===== src/rtl/my_bus_master.sv =====
// myBus initiator: host single-beat commands to wrCmd/rdCmd beats, and fixed-length vdo/smap response bursts.
// Optional statistics counters are built when MYBUS_MST_STATS_EN is defined.
module my_bus_master #(
  parameter int BURST_LEN  = 4,
  parameter int RD_TIMEOUT = 16
) (
  input  logic       clk,
  input  logic       rst,
  input  logic       cmdValid,
  output logic       cmdReady,
  input  logic       cmdWrite,
  input  logic [7:0] cmdAddr,
  input  logic [7:0] cmdData,
  output logic       rspValid,
  output logic [7:0] rspData,
  output logic       rspErr,
  input  logic [7:0] vdoData,
  output logic       vdoTake,
  input  logic [7:0] smapData,
  output logic       smapTake,
  output logic [2:0] busModeOut,
  output logic [7:0] busAddrOut,
  output logic [7:0] busDataOut,
  output logic       busSelOut,
  input  logic [2:0] busModeIn,
  input  logic [7:0] busAddrIn,
  input  logic [7:0] busDataIn,
  input  logic       busSelIn,
  output logic [7:0] statTimeouts,
  output logic [15:0] statBursts
);

  typedef enum logic [2:0] {IDLE, WR, RD_CMD, RD_WAIT, SVC} state_t;

  localparam logic [4:0] LAST_BEAT  = 5'(BURST_LEN - 1);
  localparam logic [7:0] PTR_STEP   = 8'(BURST_LEN);
  localparam logic [7:0] TO_LAST    = 8'(RD_TIMEOUT - 1);
  localparam logic [2:0] M_WR       = 3'b000;
  localparam logic [2:0] M_RD       = 3'b001;
  localparam logic [2:0] M_RDRESP   = 3'b010;
  localparam logic [2:0] M_VDOREQ   = 3'b011;
  localparam logic [2:0] M_VDORESP  = 3'b100;
  localparam logic [2:0] M_SMAPREQ  = 3'b101;
  localparam logic [2:0] M_SMAPRESP = 3'b110;

  state_t     state;
  logic       vdo_pend, smap_pend, svc_smap;
  logic [7:0] vdo_ptr, smap_ptr, svc_ptr, cnt;
  logic [4:0] beat;
  logic       rd_resp, vdo_req, smap_req, timeout_evt, burst_evt;
  logic       unused_addr_in;

  assign rd_resp        = busSelIn && (busModeIn == M_RDRESP);
  assign vdo_req        = busSelIn && (busModeIn == M_VDOREQ);
  assign smap_req       = busSelIn && (busModeIn == M_SMAPREQ);
  assign timeout_evt    = (state == RD_WAIT) && !rd_resp && (cnt == TO_LAST);
  assign burst_evt      = (state == SVC) && (beat == LAST_BEAT);
  assign svc_ptr        = svc_smap ? smap_ptr : vdo_ptr;
  assign cmdReady       = !rst && (state == IDLE) && !vdo_pend && !smap_pend;
  assign unused_addr_in = ^busAddrIn;

  always_ff @(posedge clk) begin
    if (rst) begin
      state      <= IDLE;
      vdo_pend   <= 1'b0;
      smap_pend  <= 1'b0;
      svc_smap   <= 1'b0;
      vdo_ptr    <= '0;
      smap_ptr   <= '0;
      cnt        <= '0;
      beat       <= '0;
      busModeOut <= '0;
      busAddrOut <= '0;
      busDataOut <= '0;
      busSelOut  <= 1'b0;
      rspValid   <= 1'b0;
      rspData    <= '0;
      rspErr     <= 1'b0;
      vdoTake    <= 1'b0;
      smapTake   <= 1'b0;
    end else begin
      busSelOut <= 1'b0;
      rspValid  <= 1'b0;
      rspErr    <= 1'b0;
      rspData   <= '0;
      vdoTake   <= 1'b0;
      smapTake  <= 1'b0;
      case (state)
        IDLE: begin
          if (vdo_pend) begin
            vdo_pend <= 1'b0;
            svc_smap <= 1'b0;
            beat     <= '0;
            vdoTake  <= 1'b1;
            state    <= SVC;
          end else if (smap_pend) begin
            smap_pend <= 1'b0;
            svc_smap  <= 1'b1;
            beat      <= '0;
            smapTake  <= 1'b1;
            state     <= SVC;
          end else if (cmdValid) begin
            busSelOut  <= 1'b1;
            busAddrOut <= cmdAddr;
            if (cmdWrite) begin
              busModeOut <= M_WR;
              busDataOut <= cmdData;
              rspValid   <= 1'b1;
              state      <= WR;
            end else begin
              busModeOut <= M_RD;
              busDataOut <= '0;
              state      <= RD_CMD;
            end
          end
        end
        WR: state <= IDLE;
        RD_CMD: begin
          cnt   <= '0;
          state <= RD_WAIT;
        end
        RD_WAIT: begin
          cnt <= cnt + 8'd1;
          // A response landing on the final wait cycle still wins over the timeout.
          if (rd_resp) begin
            rspValid <= 1'b1;
            rspData  <= busDataIn;
            state    <= IDLE;
          end else if (timeout_evt) begin
            rspValid <= 1'b1;
            rspErr   <= 1'b1;
            state    <= IDLE;
          end
        end
        SVC: begin
          busSelOut  <= 1'b1;
          busModeOut <= svc_smap ? M_SMAPRESP : M_VDORESP;
          busAddrOut <= svc_ptr + {3'b000, beat};
          busDataOut <= svc_smap ? smapData : vdoData;
          if (burst_evt) begin
            state <= IDLE;
            if (svc_smap) smap_ptr <= smap_ptr + PTR_STEP;
            else          vdo_ptr  <= vdo_ptr + PTR_STEP;
          end else begin
            beat     <= beat + 5'd1;
            vdoTake  <= !svc_smap;
            smapTake <= svc_smap;
          end
        end
        default: state <= IDLE;
      endcase
      // Request capture overrides the clear on SVC entry so a same-cycle repeat is not lost.
      if (vdo_req)  vdo_pend  <= 1'b1;
      if (smap_req) smap_pend <= 1'b1;
    end
  end

`ifdef MYBUS_MST_STATS_EN
  always_ff @(posedge clk) begin
    if (rst) begin
      statTimeouts <= '0;
      statBursts   <= '0;
    end else begin
      if (timeout_evt && (statTimeouts != 8'hFF)) statTimeouts <= statTimeouts + 8'd1;
      if (burst_evt) statBursts <= statBursts + 16'd1;
    end
  end
`else
  assign statTimeouts = '0;
  assign statBursts   = '0;
`endif

endmodule


===== config.mk =====
export PLATFORM = sky130hd
export DESIGN_NAME = my_bus_master
export DESIGN_NICKNAME = d
export VERILOG_FILES = /design/src/rtl/my_bus_master.sv
export SDC_FILE = /design/constraint.sdc
export NUM_CORES = 1
export LEC_CHECK = 0
export ABC_AREA = 1
export CELL_PAD_IN_SITES_DETAIL_PLACEMENT = 0
export CELL_PAD_IN_SITES_GLOBAL_PLACEMENT = 2
export CORE_UTILIZATION = 25
export CTS_BUF_LIST = sky130_fd_sc_hd__clkbuf_4 sky130_fd_sc_hd__clkbuf_8
export CTS_CLUSTER_SIZE = 10
export DETAILED_ROUTE_END_ITERATION = 8
export PLACE_DENSITY = 0.89
export SLEW_MARGIN = 40
export SYNTH_ARGS = -nofsm -noshare
export SYNTH_HDL_FRONTEND = slang
export SYNTH_SLANG_ARGS = --single-unit

===== constraint.sdc =====
create_clock -name clk -period 2.6 [get_ports clk]
set_input_delay 0.52 -clock clk [delete_from_list [all_inputs] [get_ports clk]]
set_output_delay 0.52 -clock clk [all_outputs]
set_load 0.1 [all_outputs]

==> results of run 1 <==
[critical path, stage by stage (launching register included)]
cell	delay, ns
dfxtp_1	0.64
inv_1	0.10
or2_2	0.28
o21ai_0	0.15
inv_1	0.08
ha_1	0.29
nand3_1	0.09
nand3_1	0.12
nand2_1	0.09
nand2_1	0.05
o22ai_1	0.11
a21oi_1	0.08
[per-layer routing]
| metal | share of wire | vias to the layer above |
|---|---|---|
| met2 | 0.43 | 97 |
| li1 | - | 1573 |
| met3 | 0.070 | 12 |
| met5 | 0 | - |
| met1 | 0.48 | 1331 |
| met4 | 0.017 | 0 |
[power breakdown]
part | leakage (nW) | internal [mW] | switching (mW) | total, mW
Combinational | 1.13 | 0.275 | 0.936 | 1.21
Sequential | 0.512 | 1.05 | 0.0571 | 1.10
Clock | 0.122 | 0.659 | 0.402 | 1.06
Total | 1.76 | 1.98 | 1.40 | 3.38
[how the worst max path moves through the flow]
stage / slack (ns) / startpoint / cells past startpoint / to
CTS: 0.39 / svc_smap / 11 / busAddrOut[5]
finish: 0.41 / svc_smap / 11 / busAddrOut[5]
floorplan: 0.39 / rst / 3 / cmdReady
global placement: 0.48 / svc_smap / 11 / busAddrOut[5]
global route: 0.24 / svc_smap / 11 / busAddrOut[5]
detailed placement: 0.42 / svc_smap / 11 / busAddrOut[5]
[area by class of cell]
cell class,instances,area share
well taps,172,0.0499
multi-input cells,316,0.372
clock buffers,10,0.0319
inverters,55,0.0508
repair buffers,85,0.178
clock inverters,6,0.0250
flip-flops and latches,63,0.293
[placed cells by master, fill, tap and decap left out, types with 7 or more instances in the layout]
master,Yosys,routed
o21ai_0,32,32
conb_1,1,24
buf_4,27,37
inv_1,47,47
nor2_1,48,47
clkbuf_8,0,10
ha_1,7,7
a21oi_1,44,44
nand3_1,21,21
nand2_1,86,86
clkdlybuf4s50_1,0,47
dfxtp_1,63,63
[cell families after synthesis]
| logic type | Yosys count |
|---|---|
| and+or+nand+nor | 183 |
| AOI/OAI and AO/OA | 97 |
| buffers and inverters | 90 |
| DFF | 63 |
| adders and majority gates | 8 |
| xor gates and xnor gates | 4 |
| other | 1 |
[sequential cells by signal, summed over array words and instances (netlist names), 3 cells and up]
signal and count:
busAddrOut 8, state 3, smap_ptr 6, cnt 8, vdo_ptr 6, busDataOut 8
busModeOut 3, beat 5, rspData 8
[per-stage QoR]
stage	setup slack [ns]	power [mW]	util
detailed placement	0.424	2.34	0.321
finish	0.409	3.38	0.340
global route	0.238	3.53	0.340
global placement	0.478	2.34	0.321
CTS	0.393	3.42	0.340
floorplan	0.387	2.10	-
==> impl_metrics.ini, run 1 <==
[run_status]
status = finished clean

[setup_path]
required_ns = 2.84
rrSetupSlack_ns = 0.41
rr_worst_depth = 11
r2r-end = busAddrOut[5]
crit_path_start_kind = flip-flop
criticalPathCategory = flip-flop to flip-flop
critPathArrivalTime_ns = 2.44
r2r_start = svc_smap
crit_path_end_kind = flip-flop
path_max_fanout = 12

[timing]
setup_viol = 0
maxSlewViolCount = 0
rsz0062_at_grt = no
fin_setup_tns_ns = 0
finalHoldViolCount = 0
min_period_ns = 2.19
max_slew_margin = 0.666
max_freq_mhz = 456
timing.final.crit_share = 0.843
holdWs_ns = 0.466
worst_pin_slew_ns = 0.501
fin_skew_ns = 0.00795

[synth]
synth_cells = 446
synth_warnings = 0
synth_simple_gate_area_frac = 0.256
synthAdderAreaFrac = 0.0330
synth-xor-area-share = 0.0107
synth_top_family_by_area = simple AND/OR/NAND/NOR gates
async_reset_ff_frac = 0
synthTopCellsByCount = 86 x nand2_1, 63 x dfxtp_1, 48 x nor2_1, 47 x inv_1, 44 x a21oi_1
ys_seq_elements = 63
yosysSeqAreaShare = 0.387
yosys-top-cells-area = dfxtp_1 39%, nand2_1 9.9%, a21oi_1 6.8%
avgSynthCellArea_um2 = 7.31
ys_types = 42
synth.cell_area_um2 = 3260
synth_top_area_frac = 0.387
synth.area.mux_share = 0
yosys.cell_count.top_type = nand2_1
ys.flop_type = dfxtp_1
yosysTopAreaCell = dfxtp_1
synth_compound_area_frac = 0.163
synth_edf_count = 0

[global_route]
grt_pass1_wl_um = 13300
gr-usage-met1 = 0.159
grt_use_met2 = 0.217
grt_pass1_vias = 2734
use_met3 = 0.0374
grt_max_degree = 27
antenna_found_initial = 0
busiest_layer = met2
track_usage = 0.131
grt_overflow_total = 0

[cts]
cts_resized = 0
cts_tree = done
clk_pin_slew_ns = 0.07
clock_sinks = 63
ctsHoldBuffers = 0
post_cts_buffers = 0
numCtsBuffers = 9
htreeDepth = 3
root_buffer = clkbuf_8
cts_buffer_depth = 2
clkLatencyLatePin_ns = 0.35

[cells_and_area]
fin_cells = 707
multi_input_area_um2 = 1600
final_cell_area_um2 = 4310
antennaDiodeCount = 0
final_nets = 594
drive_above_1_share = 0.150
nFillCells = 1360
seq_area_um2 = 1260
area_growth_pct = 32.2

[drt]
vias = 3013
drt_pass1_iterations = 4
vias_per_cell = 4.26
wl_per_cell_um = 12.1
ant_nets = 0
drc = 0
dr.first_iter.drc_count = 163
wl_um = 8550

[floorplanning]
io_pins = 113
core_um2 = 12700
start_util = 0.257
chipWidth_um = 116
die_y_um = 116
rows = 41
die-area_um2 = 13500

[place]
numPortBuffers = 80
dp.cells = 691
routabilityCongestion = 0.794
placed_area_um2 = 4070
dp.final_hpwl_um = 6470

[worst_hold_path]
min_from = busAddrOut[7]
hp-class = flip-flop to flip-flop
holdPathEnd = busAddrOut[7]
hold_depth = 2

[pwr]
ir_drop_mv = 0.214
p_leak_nw = 1.76
powerDensity_nw_per_um2 = 783

[job]
cap_violations = 0
No activity file was read; power rests on OpenSTA's default activity.
==> inputs of run 2 (changes only) <==
- clock period: 2.6 -> 2.1 ns (I/O delays scaled with it)
==> impl_metrics.ini, run 2 (same netlist as run 1, synthesis figures left out) <==
[setup_path]
max_stage_delay_ns = 0.36
crit_path_end_kind = output port
path_max_fanout = 4
required_ns = 1.68
crit_buf_inv = 2
crit_path_start_kind = flip-flop
criticalPathCategory = flip-flop to output port
cp_top_family = simple AND/OR/NAND/NOR gates
critPathSlowestCell = dfxtp_1
crit_path_cell_trace = nor2_4, nand2_1, inv_2, nand2_1, nor2_2, buf_12
critPathArrivalTime_ns = 1.52
cp_common_cell = nand2_1

[global_route]
gr-usage-met1 = 0.162
grt_pass1_vias = 2887
track_usage = 0.134
busiest_layer = met2
grt_use_met2 = 0.225
use_met3 = 0.0353
grt_pass1_wl_um = 13800
grt_max_degree = 20
antenna_found_initial = 0
grt_overflow_total = 0

[pwr]
seqPwrFrac = 0.327
p_int_mw = 2.46
comb_power_share = 0.362
powerDensity_nw_per_um2 = 959
clkPwrFrac = 0.311
p_sw_mw = 1.71
switching_share = 0.410
ir_drop_mv = 0.405
p_leak_nw = 1.78

[timing]
maxSlewViolCount = 0
setup_viol = 0
fin_setup_tns_ns = 0
rsz0062_at_grt = no
max_freq_mhz = 515
min_period_ns = 1.94
finalWorstSetupSlack_ns = 0.157
timing.final.crit_share = 0.925
fin_skew_ns = 0.00698
finalHoldViolCount = 0

[cells_and_area]
antennaDiodeCount = 0
nFillCells = 1348
multi_input_area_um2 = 1610
final_cell_mix = 86 x nand2_1, 60 x dfxtp_1, 47 x inv_1, 47 x nor2_1, 47 x clkdlybuf4s50_1
final_common_cell = nand2_1
area_growth_pct = 33.3
drive_above_1_share = 0.162
seq_area_um2 = 1270
final_nets = 597

[floorplanning]
die-area_um2 = 13500
chipWidth_um = 116
io_pins = 113
rows = 41
core_um2 = 12700
die_y_um = 116
start_util = 0.257

[cts]
htreeDepth = 3
clkLatencyLatePin_ns = 0.34
numCtsBuffers = 9
clock_sinks = 63
cts_buffer_depth = 2
cts_tree = done
clk_pin_slew_ns = 0.07
root_buffer = clkbuf_8

[drt]
vias = 3000
vias_per_cell = 4.23
drc = 0
wl_per_cell_um = 12.1
drt_pass1_iterations = 4
ant_nets = 0
wl_um = 8580
dr.first_iter.drc_count = 126

[place]
pre_cts_ws_ns = 0.129
dp.final_hpwl_um = 6620
routabilityCongestion = 0.805
numPortBuffers = 80

[run_status]
status = finished clean

[worst_hold_path]
hp-class = flip-flop to flip-flop

[job]
cap_violations = 0
## run 2: per-layer routing
layer | up-vias | share of wire
met3 | 2 | 0.066
met2 | 88 | 0.44
met4 | 0 | 0.0062
met1 | 1335 | 0.48
met5 | - | 0
li1 | 1575 | -
## run 2: path summary, 6_finish.rpt
kind               start       endpoint  slack (ns)  cells after the start
max             state[0]       cmdReady        0.16                      6
min          smap_ptr[7]    smap_ptr[7]        0.47                      2
max reg2reg     svc_smap  busAddrOut[6]        0.24                     13
min reg2reg  smap_ptr[7]    smap_ptr[7]        0.47                      2
## run 2: layout make-up
cell class / count / share of cell area
Clock buffer: 10 / 0.0317
Clock inverter: 6 / 0.0248
Inverter: 55 / 0.0504
Multi-Input combinational cell: 316 / 0.369
Sequential cell: 63 / 0.292
Tap cell: 172 / 0.0495
Timing Repair Buffer: 88 / 0.183
## run 2: what timing repair did
item	CTS	global route
hold buffers	0	0
endpoints found under the setup margin	0	3
buffers inserted	0	0
resized for setup	0	7
## run 2: worst min-delay path, cell delays in order, from the launching register on
cell,delay [ns]
dfxtp_1,0.31
nand2_1,0.06
a21oi_1,0.05
## run 2: stage by stage
step	instance area, um2	cells	util	total power [mW]	hold slack (ns)
after global routing	4350	710	0.343	4.37	0.486
after floorplan	3350	469	-	2.59	0.439
after global placement	4090	694	0.323	2.90	0.448
after CTS	4330	710	0.342	4.22	0.469
final	4350	710	0.343	4.17	0.470
after detailed placement	4090	694	0.323	2.91	0.459
## run 2: power by group through the flow
stage	Combinational, mW	Clock [mW]	Sequential, mW
detailed placement	1.51	0	1.39
CTS	1.52	1.34	1.36
global route	1.60	1.39	1.38
floorplan	0.650	0	1.94
global placement	1.51	0	1.39
finish	1.51	1.30	1.36
==> inputs of run 3 (changes only) <==
- SLEW_MARGIN: 40 -> 5
==> results of run 3 <==
Same layout as run 2: the final DEF is identical, and so are final timing and power.
